## src/rtl/ifetch_pkg.sv

```systemverilog
// ============================================================================
//  Module      : ifetch_pkg
//  Description : Shared types and constants for the instruction fetch unit:
//                reset PC default, fetch state encoding, FIFO entry layout.
//  Revision    : 1.0 - initial release
// ============================================================================
`default_nettype none

package ifetch_pkg;

  localparam logic [31:0] RESET_PC_DEFAULT = 32'h0040_0000;

  typedef enum logic [0:0] {
    ST_RUN   = 1'b0,
    ST_FAULT = 1'b1
  } fetch_state_e;

  // One buffered instruction: fetch address in the upper half, word below.
  typedef struct packed {
    logic [31:0] pc;
    logic [31:0] inst;
  } fifo_entry_t;

  // Instructions are 32-bit; any address with low bits set is misaligned.
  function automatic logic is_aligned(input logic [31:0] addr);
    return (addr[1:0] == 2'b00);
  endfunction

endpackage

`default_nettype wire

```

## src/rtl/ifetch_if.sv

```systemverilog
// ============================================================================
//  Module      : ifetch_if
//  Description : Bundles the instruction-memory request/response channel and
//                the decode-side valid/ready channel of the fetch unit.
//                master = fetch unit view, slave = memory/decode view.
//  Revision    : 1.0 - initial release
// ============================================================================
`default_nettype none

interface ifetch_if;
  logic        imem_req_valid;
  logic        imem_req_ready;
  logic [31:0] imem_addr;
  logic        imem_rsp_valid;
  logic [31:0] imem_rsp_data;
  logic        inst_valid;
  logic        inst_ready;
  logic [31:0] inst_data;
  logic [31:0] inst_pc;

  modport master (
    output imem_req_valid, imem_addr, inst_valid, inst_data, inst_pc,
    input  imem_req_ready, imem_rsp_valid, imem_rsp_data, inst_ready
  );

  modport slave (
    input  imem_req_valid, imem_addr, inst_valid, inst_data, inst_pc,
    output imem_req_ready, imem_rsp_valid, imem_rsp_data, inst_ready
  );
endinterface

`default_nettype wire

```

## src/rtl/ifetch_fifo.sv

```systemverilog
// ============================================================================
//  Module      : ifetch_fifo
//  Description : Synchronous DEPTH-entry FIFO of {pc, inst} entries with
//                clear, full/empty flags and an occupancy count. Pointers
//                carry one extra wrap bit to tell full from empty.
//  Revision    : 1.0 - initial release
// ============================================================================
`default_nettype none

module ifetch_fifo
  import ifetch_pkg::*;
#(
  parameter int DEPTH = 2
) (
  input  wire logic                     clk,
  input  wire logic                     rst_n,
  input  wire logic                     push_i,
  input  wire logic                     pop_i,
  input  wire logic                     clear_i,
  input  wire fifo_entry_t              din_i,
  output fifo_entry_t                   dout_o,
  output logic                          full_o,
  output logic                          empty_o,
  output logic [$clog2(DEPTH):0]        count_o
);

  localparam int AW = $clog2(DEPTH);

  logic [AW:0] wr_q;
  logic [AW:0] rd_q;
  fifo_entry_t mem_q [DEPTH];

  assign empty_o = (wr_q == rd_q);
  assign full_o  = (wr_q[AW] != rd_q[AW]) && (wr_q[AW-1:0] == rd_q[AW-1:0]);
  assign count_o = wr_q - rd_q;
  assign dout_o  = mem_q[rd_q[AW-1:0]];

  // Pointer and storage update; clear drops everything in one cycle.
  always_ff @(posedge clk or negedge rst_n) begin
    if (!rst_n) begin
      wr_q <= '0;
      rd_q <= '0;
      for (int i = 0; i < DEPTH; i++) mem_q[i] <= '0;
    end else if (clear_i) begin
      wr_q <= '0;
      rd_q <= '0;
    end else begin
      if (push_i && !full_o) begin
        mem_q[wr_q[AW-1:0]] <= din_i;
        wr_q                <= wr_q + 1'b1;
      end
      if (pop_i && !empty_o) rd_q <= rd_q + 1'b1;
    end
  end

endmodule

`default_nettype wire

```

## src/rtl/ifetch_unit.sv

```systemverilog
// ============================================================================
//  Module      : ifetch_unit
//  Description : Instruction fetch front end. Issues imem requests at the
//                current PC, tracks in-flight addresses, buffers returned
//                words and hands {inst, pc} to decode. Handles flush with
//                discard of stale responses and a sticky misalignment fault.
//                Optional macro IFETCH_PERF_EN enables the perf counters.
//  Revision    : 1.0 - initial release
// ============================================================================
`default_nettype none

module ifetch_unit
  import ifetch_pkg::*;
#(
  parameter int          DEPTH           = 2,
  parameter int          MAX_OUTSTANDING = 2,
  parameter logic [31:0] RESET_PC        = RESET_PC_DEFAULT
) (
  input  wire logic        clk,
  input  wire logic        rst_n,
  input  wire logic [31:0] pc_in,
  output logic             pc_ena,
  input  wire logic        flush,
  ifetch_if.master         bus,
  output logic             fetch_fault,
  output logic [31:0]      fault_pc,
  output logic [31:0]      perf_fetched,
  output logic [31:0]      perf_stall
);

  localparam int CW  = $clog2(DEPTH) + 1;
  localparam int OW  = $clog2(MAX_OUTSTANDING + 1);
  localparam int AQW = (MAX_OUTSTANDING > 1) ? $clog2(MAX_OUTSTANDING) : 1;

  fetch_state_e   state_q, state_d;
  logic [31:0]    fault_pc_q, fault_pc_d;
  logic [OW-1:0]  outstanding_q, outstanding_d;
  logic [OW-1:0]  discard_q, discard_d;
  logic [31:0]    aq_mem_q [MAX_OUTSTANDING];
  logic [AQW-1:0] aq_wr_q, aq_rd_q;

  logic           fifo_full, fifo_empty;
  logic [CW-1:0]  fifo_count;
  fifo_entry_t    fifo_din, fifo_dout;

  logic slot_free, pc_aligned, req_valid, fire, rsp, drop, push, pop, inst_valid;

  // Capacity counts both buffered words and words still owed by imem, so a
  // response can never find the FIFO full. Gated by reset so every request
  // output is low while rst_n is asserted.
  assign pc_aligned = is_aligned(pc_in);
  assign slot_free  = rst_n && (state_q == ST_RUN) && !flush
                      && ((int'(outstanding_q) + int'(fifo_count)) < DEPTH)
                      && (int'(outstanding_q) < MAX_OUTSTANDING);
  assign req_valid  = slot_free && pc_aligned;
  assign fire       = req_valid && bus.imem_req_ready;
  assign rsp        = bus.imem_rsp_valid;
  assign drop       = rsp && (discard_q != '0);
  assign push       = rsp && !drop && !flush && !fifo_full;
  assign inst_valid = !fifo_empty;
  assign pop        = inst_valid && bus.inst_ready && !flush;

  assign pc_ena             = fire;
  assign bus.imem_req_valid = req_valid;
  assign bus.imem_addr      = pc_in;
  assign bus.inst_valid     = inst_valid;
  assign bus.inst_data      = fifo_dout.inst;
  assign bus.inst_pc        = fifo_dout.pc;
  assign fetch_fault        = (state_q == ST_FAULT);
  assign fault_pc           = fault_pc_q;

  assign fifo_din.pc   = aq_mem_q[aq_rd_q];
  assign fifo_din.inst = bus.imem_rsp_data;

  ifetch_fifo #(.DEPTH(DEPTH)) u_fifo (
    .clk     (clk),
    .rst_n   (rst_n),
    .push_i  (push),
    .pop_i   (pop),
    .clear_i (flush),
    .din_i   (fifo_din),
    .dout_o  (fifo_dout),
    .full_o  (fifo_full),
    .empty_o (fifo_empty),
    .count_o (fifo_count)
  );

  // Control state: fault FSM, in-flight count and stale-response budget.
  always_comb begin
    state_d       = state_q;
    fault_pc_d    = fault_pc_q;
    outstanding_d = outstanding_q;
    discard_d     = discard_q;
    case (state_q)
      ST_RUN:   if (slot_free && !pc_aligned) begin
                  state_d    = ST_FAULT;
                  fault_pc_d = pc_in;
                end
      ST_FAULT: if (flush) state_d = ST_RUN;
      default:  state_d = ST_RUN;
    endcase
    if (fire && !rsp)      outstanding_d = outstanding_q + OW'(1);
    else if (!fire && rsp) outstanding_d = outstanding_q - OW'(1);
    // A response landing in the flush cycle is already stale, so it is
    // dropped here and not counted again.
    if (flush)     discard_d = rsp ? outstanding_q - OW'(1) : outstanding_q;
    else if (drop) discard_d = discard_q - OW'(1);
  end

  // Control state registers.
  always_ff @(posedge clk or negedge rst_n) begin
    if (!rst_n) begin
      state_q       <= ST_RUN;
      fault_pc_q    <= RESET_PC;
      outstanding_q <= '0;
      discard_q     <= '0;
    end else begin
      state_q       <= state_d;
      fault_pc_q    <= fault_pc_d;
      outstanding_q <= outstanding_d;
      discard_q     <= discard_d;
    end
  end

  // Address queue: in-order responses consume the oldest issued address,
  // including responses that are being discarded after a flush.
  always_ff @(posedge clk or negedge rst_n) begin
    if (!rst_n) begin
      aq_wr_q <= '0;
      aq_rd_q <= '0;
      for (int i = 0; i < MAX_OUTSTANDING; i++) aq_mem_q[i] <= '0;
    end else begin
      if (fire) begin
        aq_mem_q[aq_wr_q] <= pc_in;
        aq_wr_q <= (aq_wr_q == AQW'(MAX_OUTSTANDING - 1)) ? '0 : aq_wr_q + 1'b1;
      end
      if (rsp) aq_rd_q <= (aq_rd_q == AQW'(MAX_OUTSTANDING - 1)) ? '0 : aq_rd_q + 1'b1;
    end
  end

`ifdef IFETCH_PERF_EN
  logic [31:0] perf_fetched_q, perf_stall_q;

  // Words accepted into the FIFO and cycles decode held off a valid word.
  always_ff @(posedge clk or negedge rst_n) begin
    if (!rst_n) begin
      perf_fetched_q <= '0;
      perf_stall_q   <= '0;
    end else begin
      if (push)                          perf_fetched_q <= perf_fetched_q + 32'd1;
      if (inst_valid && !bus.inst_ready) perf_stall_q   <= perf_stall_q + 32'd1;
    end
  end

  assign perf_fetched = perf_fetched_q;
  assign perf_stall   = perf_stall_q;
`else
  assign perf_fetched = 32'h0;
  assign perf_stall   = 32'h0;
`endif

endmodule

`default_nettype wire

```

## src/flat_wrapper.sv

```systemverilog
// flat-port wrapper written by rule: the top's interface ports become plain ports
module ifetch_unit_flat import ifetch_pkg::*;
#(
  parameter int          DEPTH           = 2,
  parameter int          MAX_OUTSTANDING = 2,
  parameter logic [31:0] RESET_PC        = RESET_PC_DEFAULT
)
  (clk, rst_n, pc_in, pc_ena, flush, fetch_fault, fault_pc, perf_fetched, perf_stall, bus_imem_req_valid, bus_imem_addr, bus_inst_valid, bus_inst_data, bus_inst_pc, bus_imem_req_ready, bus_imem_rsp_valid, bus_imem_rsp_data, bus_inst_ready);
  ifetch_if bus_i ();
  input  wire logic clk;
  input  wire logic rst_n;
  input  wire logic [31:0] pc_in;
  output logic pc_ena;
  input  wire logic flush;
  output logic fetch_fault;
  output logic [31:0] fault_pc;
  output logic [31:0] perf_fetched;
  output logic [31:0] perf_stall;
  output wire logic [$bits(bus_i.imem_req_valid)-1:0] bus_imem_req_valid;
  output wire logic [$bits(bus_i.imem_addr)-1:0] bus_imem_addr;
  output wire logic [$bits(bus_i.inst_valid)-1:0] bus_inst_valid;
  output wire logic [$bits(bus_i.inst_data)-1:0] bus_inst_data;
  output wire logic [$bits(bus_i.inst_pc)-1:0] bus_inst_pc;
  input wire logic [$bits(bus_i.imem_req_ready)-1:0] bus_imem_req_ready;
  input wire logic [$bits(bus_i.imem_rsp_valid)-1:0] bus_imem_rsp_valid;
  input wire logic [$bits(bus_i.imem_rsp_data)-1:0] bus_imem_rsp_data;
  input wire logic [$bits(bus_i.inst_ready)-1:0] bus_inst_ready;
  assign bus_imem_req_valid = bus_i.imem_req_valid;
  assign bus_imem_addr = bus_i.imem_addr;
  assign bus_inst_valid = bus_i.inst_valid;
  assign bus_inst_data = bus_i.inst_data;
  assign bus_inst_pc = bus_i.inst_pc;
  assign bus_i.imem_req_ready = bus_imem_req_ready;
  assign bus_i.imem_rsp_valid = bus_imem_rsp_valid;
  assign bus_i.imem_rsp_data = bus_imem_rsp_data;
  assign bus_i.inst_ready = bus_inst_ready;
  ifetch_unit #(.DEPTH(DEPTH), .MAX_OUTSTANDING(MAX_OUTSTANDING), .RESET_PC(RESET_PC)) u_core (.clk(clk), .rst_n(rst_n), .pc_in(pc_in), .pc_ena(pc_ena), .flush(flush), .bus(bus_i), .fetch_fault(fetch_fault), .fault_pc(fault_pc), .perf_fetched(perf_fetched), .perf_stall(perf_stall));
endmodule
```

## config.mk

```make
export PLATFORM = sky130hd
export DESIGN_NAME = ifetch_unit_flat
export DESIGN_NICKNAME = d
export VERILOG_FILES = /design/src/rtl/ifetch_pkg.sv /design/src/rtl/ifetch_if.sv /design/src/rtl/ifetch_fifo.sv /design/src/rtl/ifetch_unit.sv /design/src/flat_wrapper.sv
export SDC_FILE = /design/constraint.sdc
export NUM_CORES = 1
export LEC_CHECK = 0
export ABC_CLOCK_PERIOD_IN_PS = 3100
export BUFFER_PORTS_ARGS = -buffer_cell sky130_fd_sc_hd__buf_4
export CORE_ASPECT_RATIO = 0.8
export CORE_MARGIN = 1.5
export CORE_UTILIZATION = 30
export DETAILED_ROUTE_END_ITERATION = 16
export HOLD_SLACK_MARGIN = 0.02
export MAX_ROUTING_LAYER = met4
export SYNTH_ARGS = -nofsm -noshare
export SYNTH_HDL_FRONTEND = slang
export SYNTH_SLANG_ARGS = --single-unit
```

## constraint.sdc

```tcl
create_clock -name clk -period 3.1 [get_ports clk]
set_input_delay 0.62 -clock clk [delete_from_list [all_inputs] [get_ports clk]]
set_output_delay 0.62 -clock clk [all_outputs]
set_load 0.02 [all_outputs]
```

==> results of run 1 <==
-- cell type report --
cell class	instances	area (sq um)
timing repair buffer	222	1740
inverter	6	22.5
tap	480	601
multi-input combinational	446	4360
clock buffer	33	738
fill	3471	22300
sequential	235	5890
clock inverter	16	178
-- how the worst max path moves through the flow --
stage,start,endpoint,slack (ns),cells past startpoint
after global placement,u_core.u_fifo.wr_q[1],u_core.aq_mem_q[39],0.08,8
after CTS,u_core.u_fifo.rd_q[0],pc_ena,-0.01,7
final,u_core.u_fifo.rd_q[0],pc_ena,0.02,7
after floorplan,u_core.u_fifo.wr_q[0],u_core.outstanding_q[1],0.05,12
after global routing,u_core.u_fifo.rd_q[0],pc_ena,-0.08,7
after detailed placement,u_core.u_fifo.wr_q[1],u_core.aq_mem_q[46],0.07,8
-- per-stage QoR --
stage / power [mW] / cells / hold slack (ns) / TNS (ns)
2_1_floorplan: 7.86 / 821 / 0.324 / 0
3_3_place_gp: 9.56 / 1385 / 0.472 / 0
3_5_place_dp: 9.67 / 1385 / 0.476 / 0
4_1_cts: 13.1 / 1438 / 0.0772 / -0.0108
5_1_grt: 13.7 / 1438 / 0.0876 / -2.72
6_report: 12.9 / 1438 / 0.0877 / 0
-- per-layer routing --
metal | global-route usage [%] | vias up | wire length [um]
met5 | - | - | 0
li1 | - | 2857 | -
met2 | 20.6 | 148 | 11200
met3 | 3.42 | 26 | 1290
met4 | 2.37 | 0 | 373
met1 | 17.5 | 3184 | 10900
-- worst max-delay path: cells and delay by family, from the launching register on --
family        cells  cell delay (ns)
fa+ha+maj         2             0.79
simple gates      4             0.52
flops             1             0.49
buf+inv           1             0.12
-- sequential cells by signal (all words and copies together), names as in the netlist --
name and count:
u_core.u_fifo.wr_q 2, u_core.aq_wr_q 1, u_core.outstanding_q 2, u_core.u_fifo.rd_q 2, u_core.discard_q 2, u_core.fault_pc 32, u_core.aq_rd_q 1, u_core.aq_mem_q 64
u_core.fetch_fault 1, u_core.u_fifo.mem_q 128
-- cell usage in the layout, fill, tap and decap left out, types with 6 or more instances in the layout --
cell type	n
clkinv_2	6
dfrtp_1	232
buf_4	214
xnor2_1	6
nor2_1	6
mux2_2	312
nor2b_1	8
clkbuf_16	27
conb_1	64
-- power by group through the flow --
stage          combinational [mW]  sequential, mW  clock, mW
2_1_floorplan                3.05            4.80          0
3_3_place_gp                 4.82            4.74          0
3_5_place_dp                 4.88            4.79          0
4_1_cts                      4.96            4.74       3.40
5_1_grt                      5.24            4.90       3.52
6_report                     4.87            4.73       3.26
-- logic make-up after synthesis --
family | count (synthesis) | synth area share [%]
and+or+nand+nor | 37 | 2.24
buffers and inverters | 140 | 8.75
DFF | 235 | 54.0
muxes | 317 | 32.7
xor gates and xnor gates | 9 | 0.723
adders and majority gates | 4 | 0.528
other | 1 | 0.0344
AOI/OAI and AO/OA | 15 | 1.06
-- repair_timing --
| item | 4_1_cts | 5_1_grt |
|---|---|---|
| endpoints found under the setup margin | 2 | 66 |
| buffers inserted | 4 | 0 |
| pin swaps | 5 | 0 |
| gates resized for setup | 6 | 2 |
==> qor.yml, run 1 <==
finalHoldViolCount: 0
peakVddDrop_v: 0.000712
setup_violations: 0
p_sw_mw: 4.25
final_area_sq_um: 13500
synthesis.area_sq_um: 10900
synth_top_area_cell: "dfrtp_1"
synthCells: 758
route.final.wire_length_mm: 23.9
nets: 1012
path_cells: "ha_4 > nand2b_4 > fa_1 > nand2_2 > nor3_2 > and2_4 > buf_6"
cp_data_required_time_ns: 2.48
synth.area.top_cells: "dfrtp_1 (54%), mux2_2 (32%), buf_4 (7.2%)"
fin_skew_ns: 0.0155
synth.avg_cell_area_sq_um: 14.4
drive_gt1_share_pct: 62.4
clk_pin_slew_ns: 0.06
insertion_delay_ns: 0.54
powerDensity_nw_per_um2: 951
cap_violations: 0
grt_max_degree: 161
grt_pass1_vias: 6515
crit_path_top_delay_cell: "fa_1"
end_kind: "primary output"
worstSetupPathType: "reg2out"
ios: 266
yosys_register_bits: 235
fin_crit_ns: 3.08
io_buffers: 201
hold_class: "in2async"
p_leak_nw: 6.63
drtAntennaViolNets: 0
synth_flop_cell: "dfrtp_1"
combPwrFrac_pct: 37.9
hold_buffers: 0
firstDrtPassIters: 4
wl_per_cell_um: 16.6
synth-edff-count: 0
gp_congestion: 0.665
crit_arrival_ns: 2.46
htree_levels: 1
dpl_worst_slack_ns: 0.0741
clock-sinks: 235
antenna_found_initial: 0
drtIter0Drc: 176
synth_cell_types: 40
via_per_inst: 4.32
clock_power_share_pct: 25.4
grt_usage_pct: 13.2
rows: 62
swShare_pct: 33.1
die_h_um: 174
sequentialPowerShare_pct: 36.8
via_count: 6215
final_max_slew_viol_count: 0
rr_worst_depth: 9
synth_seq_area_share_pct: 54.0
grt_pass1_wl_mm: 38.3
period_share_pct: 99.3
cts_tree: "built"
max_slew_margin_pct: 29.3
postPlaceCellArea_sq_um: 12500
rsz0062_at_grt: "yes"
async_flop_share_pct: 100
status: "finished, final reports clean"
core_sq_um: 35800
slowest_delay_ns: 0.57
timing.rr.start: "u_core.u_fifo.rd_q[0]"
grt.overflow.total: 0
clockBufferDepth: 3
dieArea_sq_um: 37500
fmax_ghz: 0.325
initial_core_util_pct: 30.4
intPower_mw: 8.61
ys_warn_count: 0
n_antenna_cell: 0
worst_pin_slew_ns: 1.06
reg2reg_to: "u_core.aq_mem_q[40]"
critPathMaxFanout: 2
cp-start-kind: "flop"
synth_most_common_cell: "mux2_2"
ys_top_cells_by_count: "mux2_2 (312), dfrtp_1 (234), buf_4 (104)"
utilization_pct: 37.8
numCtsBuffers: 27
drc: 0
dp_hpwl_mm: 15.4
die_x_um: 216
synth_top_area_share_pct: 53.7
r2r_setup_slack_ns: 0.21
cts_root_buffer: "clkbuf_16"
area_growth_pct: 24.1
setup_ws_ns: 0.0208
(Power assumes the default switching activity.)
==> inputs of run 2 (changes only) <==
--- a/config.mk
+++ b/config.mk
@@ -13,6 +13,7 @@
 export DETAILED_ROUTE_END_ITERATION = 16
 export HOLD_SLACK_MARGIN = 0.02
 export MAX_ROUTING_LAYER = met4
+export RECOVER_POWER = 25
 export SYNTH_ARGS = -nofsm -noshare
 export SYNTH_HDL_FRONTEND = slang
 export SYNTH_SLANG_ARGS = --single-unit
==> qor.yml, run 2 (synthesis results as in run 1) <==
numCtsBuffers: 27  # unchanged
via_per_inst: 4.32  # unchanged
htree_levels: 1  # unchanged
cpLargestDelayFamily: "adder cells"
fin_crit_ns: 3.08  # +0.0000138 ns
cp_data_required_time_ns: 2.48  # about the same
multi_input_area_sq_um: 4360  # unchanged
area_growth_pct: 24.0
clockBufferDepth: 3  # unchanged
die_h_um: 174  # unchanged
worst_pin_slew_ns: 1.67  # +0.606 ns
clock_power_share_pct: 25.4  # about the same
grt_pass1_wl_mm: 38.3  # unchanged
p_leak_nw: 6.62  # -0.14%
via_count: 6215  # unchanged
die_x_um: 216  # unchanged
grt.overflow.total: 0  # unchanged
largest_register_ffs: 128  # unchanged
wl_per_cell_um: 16.6  # about the same
n_antenna_cell: 0  # unchanged
drtIter0Drc: 177  # +0.57%
finalHoldViolCount: 0  # unchanged
crit_buf_inv: 1  # unchanged
end_kind: "primary output"
slowest_delay_ns: 0.57  # about the same
rsz0062_at_grt: "yes"
sequentialPowerShare_pct: 36.7  # about the same
critPathMaxFanout: 2  # unchanged
min_from: "bus_imem_rsp_data[7]"
fillers: 3475  # +0.12%
cp-startpoint: "u_core.u_fifo.rd_q[0]"
combPwrFrac_pct: 37.9  # about the same
nets: 1012  # unchanged
clk_pin_slew_ns: 0.06  # about the same
cap_violations: 2  # +2
io_buffers: 201  # unchanged
register_area_sq_um: 5890  # about the same
hold_depth: 2
p_sw_mw: 4.25  # about the same
cp-start-kind: "flop"
fmax_ghz: 0.325  # about the same
period_share_pct: 99.3  # about the same
layout_common_cells: "mux2_2 (312), dfrtp_1 (233), buf_4 (212)"
rows: 62  # unchanged
instances_no_fill: 1438  # unchanged
powerDensity_nw_per_um2: 952  # +0.14%
min_to: "u_core.u_fifo.mem_q[71]"
drive_gt1_share_pct: 62.1  # -0.31 points
worstSetupPathType: "reg2out"
drc: 0  # unchanged
rr_worst_depth: 9  # unchanged
dp.cells: 1385  # unchanged
gp_congestion: 0.665  # unchanged
setup_ws_ns: 0.0207  # -0.0000138 ns
route.final.wire_length_mm: 23.9  # about the same
status: "complete, but fails checks"
peakVddDrop_v: 0.000712  # about the same
drtAntennaViolNets: 0  # unchanged
layout_commonest_cell: "mux2_2"
intPower_mw: 8.62  # about the same
fin_skew_ns: 0.0155  # -0.0000147 ns
insertion_delay_ns: 0.54  # about the same
grt_max_degree: 161  # unchanged
whs_ns: 0.316  # +0.228 ns
cts_root_buffer: "clkbuf_16"
hold_class: "in2reg"
crit_path_top_delay_cell: "fa_1"
ios: 266  # unchanged
grt_usage_pct: 13.2  # unchanged
core_sq_um: 35800  # unchanged
setup_violations: 0  # unchanged
clock-sinks: 235  # unchanged
swShare_pct: 33.1  # about the same
dieArea_sq_um: 37500  # unchanged
dpl_worst_slack_ns: 0.0741  # unchanged
path_cells: "ha_4 > nand2b_4 > fa_1 > nand2_2 > nor3_2 > and2_4 > buf_6"
max_slew_margin_pct: -11.1  # -40 points
violations: "capacitance limit, slew limit"
crit_arrival_ns: 2.46  # about the same
largest_register: "u_core.u_fifo.mem_q"
r2r_setup_slack_ns: 0.21  # about the same
cts_tree: "built"
firstDrtPassIters: 4  # unchanged
dp_hpwl_mm: 15.4  # unchanged
initial_core_util_pct: 30.4  # unchanged
final_max_slew_viol_count: 34  # +34
timing.rr.start: "u_core.u_fifo.rd_q[0]"
antenna_found_initial: 0  # unchanged
grt_pass1_vias: 6515  # unchanged
reg2reg_to: "u_core.aq_mem_q[40]"
==> run 2: cell count changes in the layout (fill, tap and decap cells not counted), sizes merged <==
cell and delta:
buf -3, clkbuf +3
==> run 2: metrics by stage <==
stage | power (mW) | util [%] | setup TNS [ns] | instance area, sq um
finish | 12.9 | 37.7 | 0 | 13500
global route | 13.7 | 37.7 | -2.72 | 13500
CTS | 13.1 | 37.7 | -0.0108 | 13500
detailed placement | 9.67 | 35.0 | 0 | 12500
global placement | 9.56 | 35.0 | 0 | 12500
floorplan | 7.86 | - | 0 | 11100
==> run 2: cell type report <==
| type | instances | area share, % |
|---|---|---|
| clock buffers | 33 | 5.46 |
| clock inverters | 16 | 1.31 |
| inverters | 6 | 0.167 |
| multi-input cells | 446 | 32.3 |
| flip-flops and latches | 235 | 43.6 |
| well taps | 480 | 4.44 |
| repair buffers | 222 | 12.8 |
==> run 2: repair_timing <==
action / 4_1_cts / 5_1_grt
hold buffers: 0 / 0
setup endpoints to repair: 2 / 66
resized for setup: 6 / 2
buffers inserted: 4 / 0
pin swaps: 5 / 0
==> run 2: power groups by stage <==
stage / combinational (mW) / sequential [mW] / clock (mW)
after floorplan: 3.05 / 4.80 / 0
after global placement: 4.82 / 4.74 / 0
after detailed placement: 4.88 / 4.79 / 0
after CTS: 4.96 / 4.74 / 3.40
after global routing: 5.24 / 4.89 / 3.52
final: 4.88 / 4.73 / 3.26
==> run 2: worst reg2reg max path: stages, from the launching register on <==
cell and delay [ns]:
dfrtp_4 0.49, ha_4 0.22, nand2b_4 0.14, fa_1 0.57, nand2_2 0.07, buf_4 0.14
buf_4 0.15, nor4_4 0.28, buf_4 0.33, mux2_2 0.38
==> run 2: worst max path at each step <==
stage                              end  slack [ns]  depth (start not counted)
6_report                        pc_ena        0.02                          7
5_1_grt                         pc_ena       -0.08                          7
4_1_cts                         pc_ena       -0.01                          7
3_5_place_dp       u_core.aq_mem_q[46]        0.07                          8
3_3_place_gp       u_core.aq_mem_q[39]        0.08                          8
2_1_floorplan  u_core.outstanding_q[1]        0.05                         12
==> run 2: per-layer routing <==
layer / vias up / track usage (%) / part of all wire, %
met4: 0 / 2.37 / 1.6
met1: 3183 / 17.5 / 46
met5: - / - / 0
met2: 148 / 20.6 / 47
met3: 26 / 3.42 / 5.4
li1: 2858 / - / -
==> inputs of run 3 (changes only) <==
--- a/config.mk
+++ b/config.mk
@@ -9,7 +9,7 @@
 export BUFFER_PORTS_ARGS = -buffer_cell sky130_fd_sc_hd__buf_4
 export CORE_ASPECT_RATIO = 0.8
 export CORE_MARGIN = 1.5
-export CORE_UTILIZATION = 30
+export CORE_UTILIZATION = 38
 export DETAILED_ROUTE_END_ITERATION = 16
 export HOLD_SLACK_MARGIN = 0.02
 export MAX_ROUTING_LAYER = met4
==> qor.yml, run 3 (synthesis results as in run 1) <==
critPathMaxFanout: 2  # unchanged
fin_skew_ns: 0.00683  # -0.00862 ns
whs_ns: 0.343  # +0.0267 ns
ios: 266  # unchanged
cp.depth: 7  # unchanged
fillers: 2566  # -26%
final_max_slew_viol_count: 0  # -100%
drive_gt1_share_pct: 61.8  # -0.32 points
dieArea_sq_um: 29700  # -21%
via_per_inst: 4.65  # +7.6%
core_sq_um: 28200  # -21%
cp-start-kind: "flop"
htree_levels: 1  # unchanged
period_share_pct: 98.3  # -1.0 points
fin_tns_setup_ns: 0  # unchanged
worst_pin_slew_ns: 1.04  # -0.629 ns
worstSetupPathType: "reg2out"
grt_max_degree: 159  # -1.2%
hold_class: "in2reg"
crit_buf_inv: 1  # unchanged
initial_core_util_pct: 38.6  # +8.2 points
cpLargestDelayFamily: "adder cells"
instances_no_fill: 1321  # -8.1%
status: "finished, final reports clean"
dp.cells: 1272  # -8.2%
drtAntennaViolNets: 0  # unchanged
clk_pin_slew_ns: 0.06  # about the same
slowest_delay_ns: 0.56  # about the same
utilization_pct: 47.5  # +9.8 points
layout_common_cells: "mux2_2 (312), dfrtp_1 (232), buf_4 (209)"
layout_commonest_cell: "mux2_2"
end_kind: "primary output"
rows: 55  # -11%
via_count: 6146  # -1.1%
insertion_delay_ns: 0.52  # -0.02 ns
largest_register_ffs: 128  # unchanged
cts_root_buffer: "clkbuf_16"
crit_arrival_ns: 2.43  # -0.03 ns
max_slew_margin_pct: 30.8  # +42 points
path_cells: "ha_4 > nand2b_4 > fa_2 > nand2_4 > nor3_4 > and2_4 > buf_6"
hold_depth: 2  # unchanged
peakVddDrop_v: 0.000531  # -25%
fmax_ghz: 0.328  # +1.0%
clockBufferDepth: 3  # unchanged
nets: 1008  # -0.40%
min_from: "bus_imem_rsp_data[31]"
io_buffers: 201  # unchanged
cp_data_required_time_ns: 2.48  # about the same
die_h_um: 154  # -11%
cts_tree: "built"
timing.rr.start: "u_core.u_fifo.rd_q[0]"
largest_register: "u_core.u_fifo.mem_q"
wl_per_cell_um: 17.1  # +2.8%
firstDrtPassIters: 4  # unchanged
numCtsBuffers: 25  # -7.4%
dp_hpwl_mm: 13.8  # -11%
drtIter0Drc: 176  # -0.56%
grt_pass1_vias: 6334  # -2.8%
r2r_setup_slack_ns: 0.16  # -0.05 ns
clock-sinks: 235  # unchanged
cp-startpoint: "u_core.u_fifo.rd_q[0]"
fin_crit_ns: 3.05  # -0.0312 ns
grt_pass1_wl_mm: 35.6  # -7.1%
p_leak_nw: 6.62  # about the same
crit_path_top_delay_cell: "fa_2"
antenna_found_initial: 1  # +1
rr_worst_depth: 9  # unchanged
gp_congestion: 0.733  # +10%
area_growth_pct: 22.9
grt_usage_pct: 15.6  # +2.4 points
die_x_um: 192  # -11%
drc: 0  # unchanged
rsz0062_at_grt: "yes"
route.final.wire_length_mm: 22.5  # -5.6%
setup_violations: 0  # unchanged
powerDensity_nw_per_um2: 963  # +1.2%
finalHoldViolCount: 0  # unchanged
grt.overflow.total: 0  # unchanged
cap_violations: 0  # -2
-- run 3: changes by cell type in the layout (fill, tap and decap cells not counted), moves of 2 or more --
| cell | before | now |
|---|---|---|
| clkbuf_16 | 27 | 25 |
| bufinv_16 | 3 | 6 |
| clkinv_2 | 6 | 4 |
| clkinvlp_4 | 3 | 1 |
| buf_4 | 212 | 209 |
| inv_6 | 2 | 0 |
| buf_12 | 5 | 8 |
| clkinv_4 | 2 | 0 |
-- run 3: layer usage --
metal  part of all wire, %  vias to the layer above  track usage (%)
met1                    47                     3115             21.4
li1                      -                     2853                -
met2                    45                      151             23.5
met4                   2.1                        0             3.58
met5                     0                        -                -
met3                   5.6                       27             3.68
-- run 3: final timing paths --
path,end
max reg2reg,u_core.aq_mem_q[37]
min in group asynchronous,u_core.u_fifo.mem_q[122]
min reg2reg,u_core.fault_pc[25]
max,pc_ena
max in group asynchronous,u_core.u_fifo.mem_q[43]
min,u_core.u_fifo.mem_q[95]
-- run 3: repair_timing --
item | in CTS | in global routing
pin swaps | 4 | 1
endpoints found under the setup margin | 2 | 4
hold buffers | 0 | 0
gates resized for setup | 7 | 4
buffers inserted | 4 | 1
endpoints found under the hold margin | 0 | 0
-- run 3: cell type report --
| cell class | count | area (sq um) | share of cell area, % |
|---|---|---|---|
| multi-input combinational | 446 | 4370 | 32.7 |
| clock buffer | 32 | 682 | 5.09 |
| clock inverter | 11 | 208 | 1.55 |
| antenna | 1 | 2.50 | 0.0187 |
| tap | 370 | 463 | 3.46 |
| sequential | 235 | 5890 | 44.0 |
| timing repair buffer | 220 | 1760 | 13.1 |
| inverter | 6 | 22.5 | 0.168 |
-- run 3: where the power goes --
| part | internal [mW] | total [mW] | switching, mW |
|---|---|---|---|
| clock | 2.04 | 3.25 | 1.21 |
| sequential | 4.12 | 4.68 | 0.557 |
| combinational | 2.58 | 4.98 | 2.40 |
-- run 3: through the flow --
| step | power, mW | worst slack, ns | instance area, sq um |
|---|---|---|---|
| detailed placement | 9.63 | 0.199 | 12400 |
| global route | 13.6 | -0.0457 | 13400 |
| global placement | 9.57 | 0.234 | 12400 |
| floorplan | 7.86 | 0.0453 | 11100 |
| CTS | 13.1 | -0.0186 | 13400 |
| finish | 12.9 | 0.0519 | 13400 |
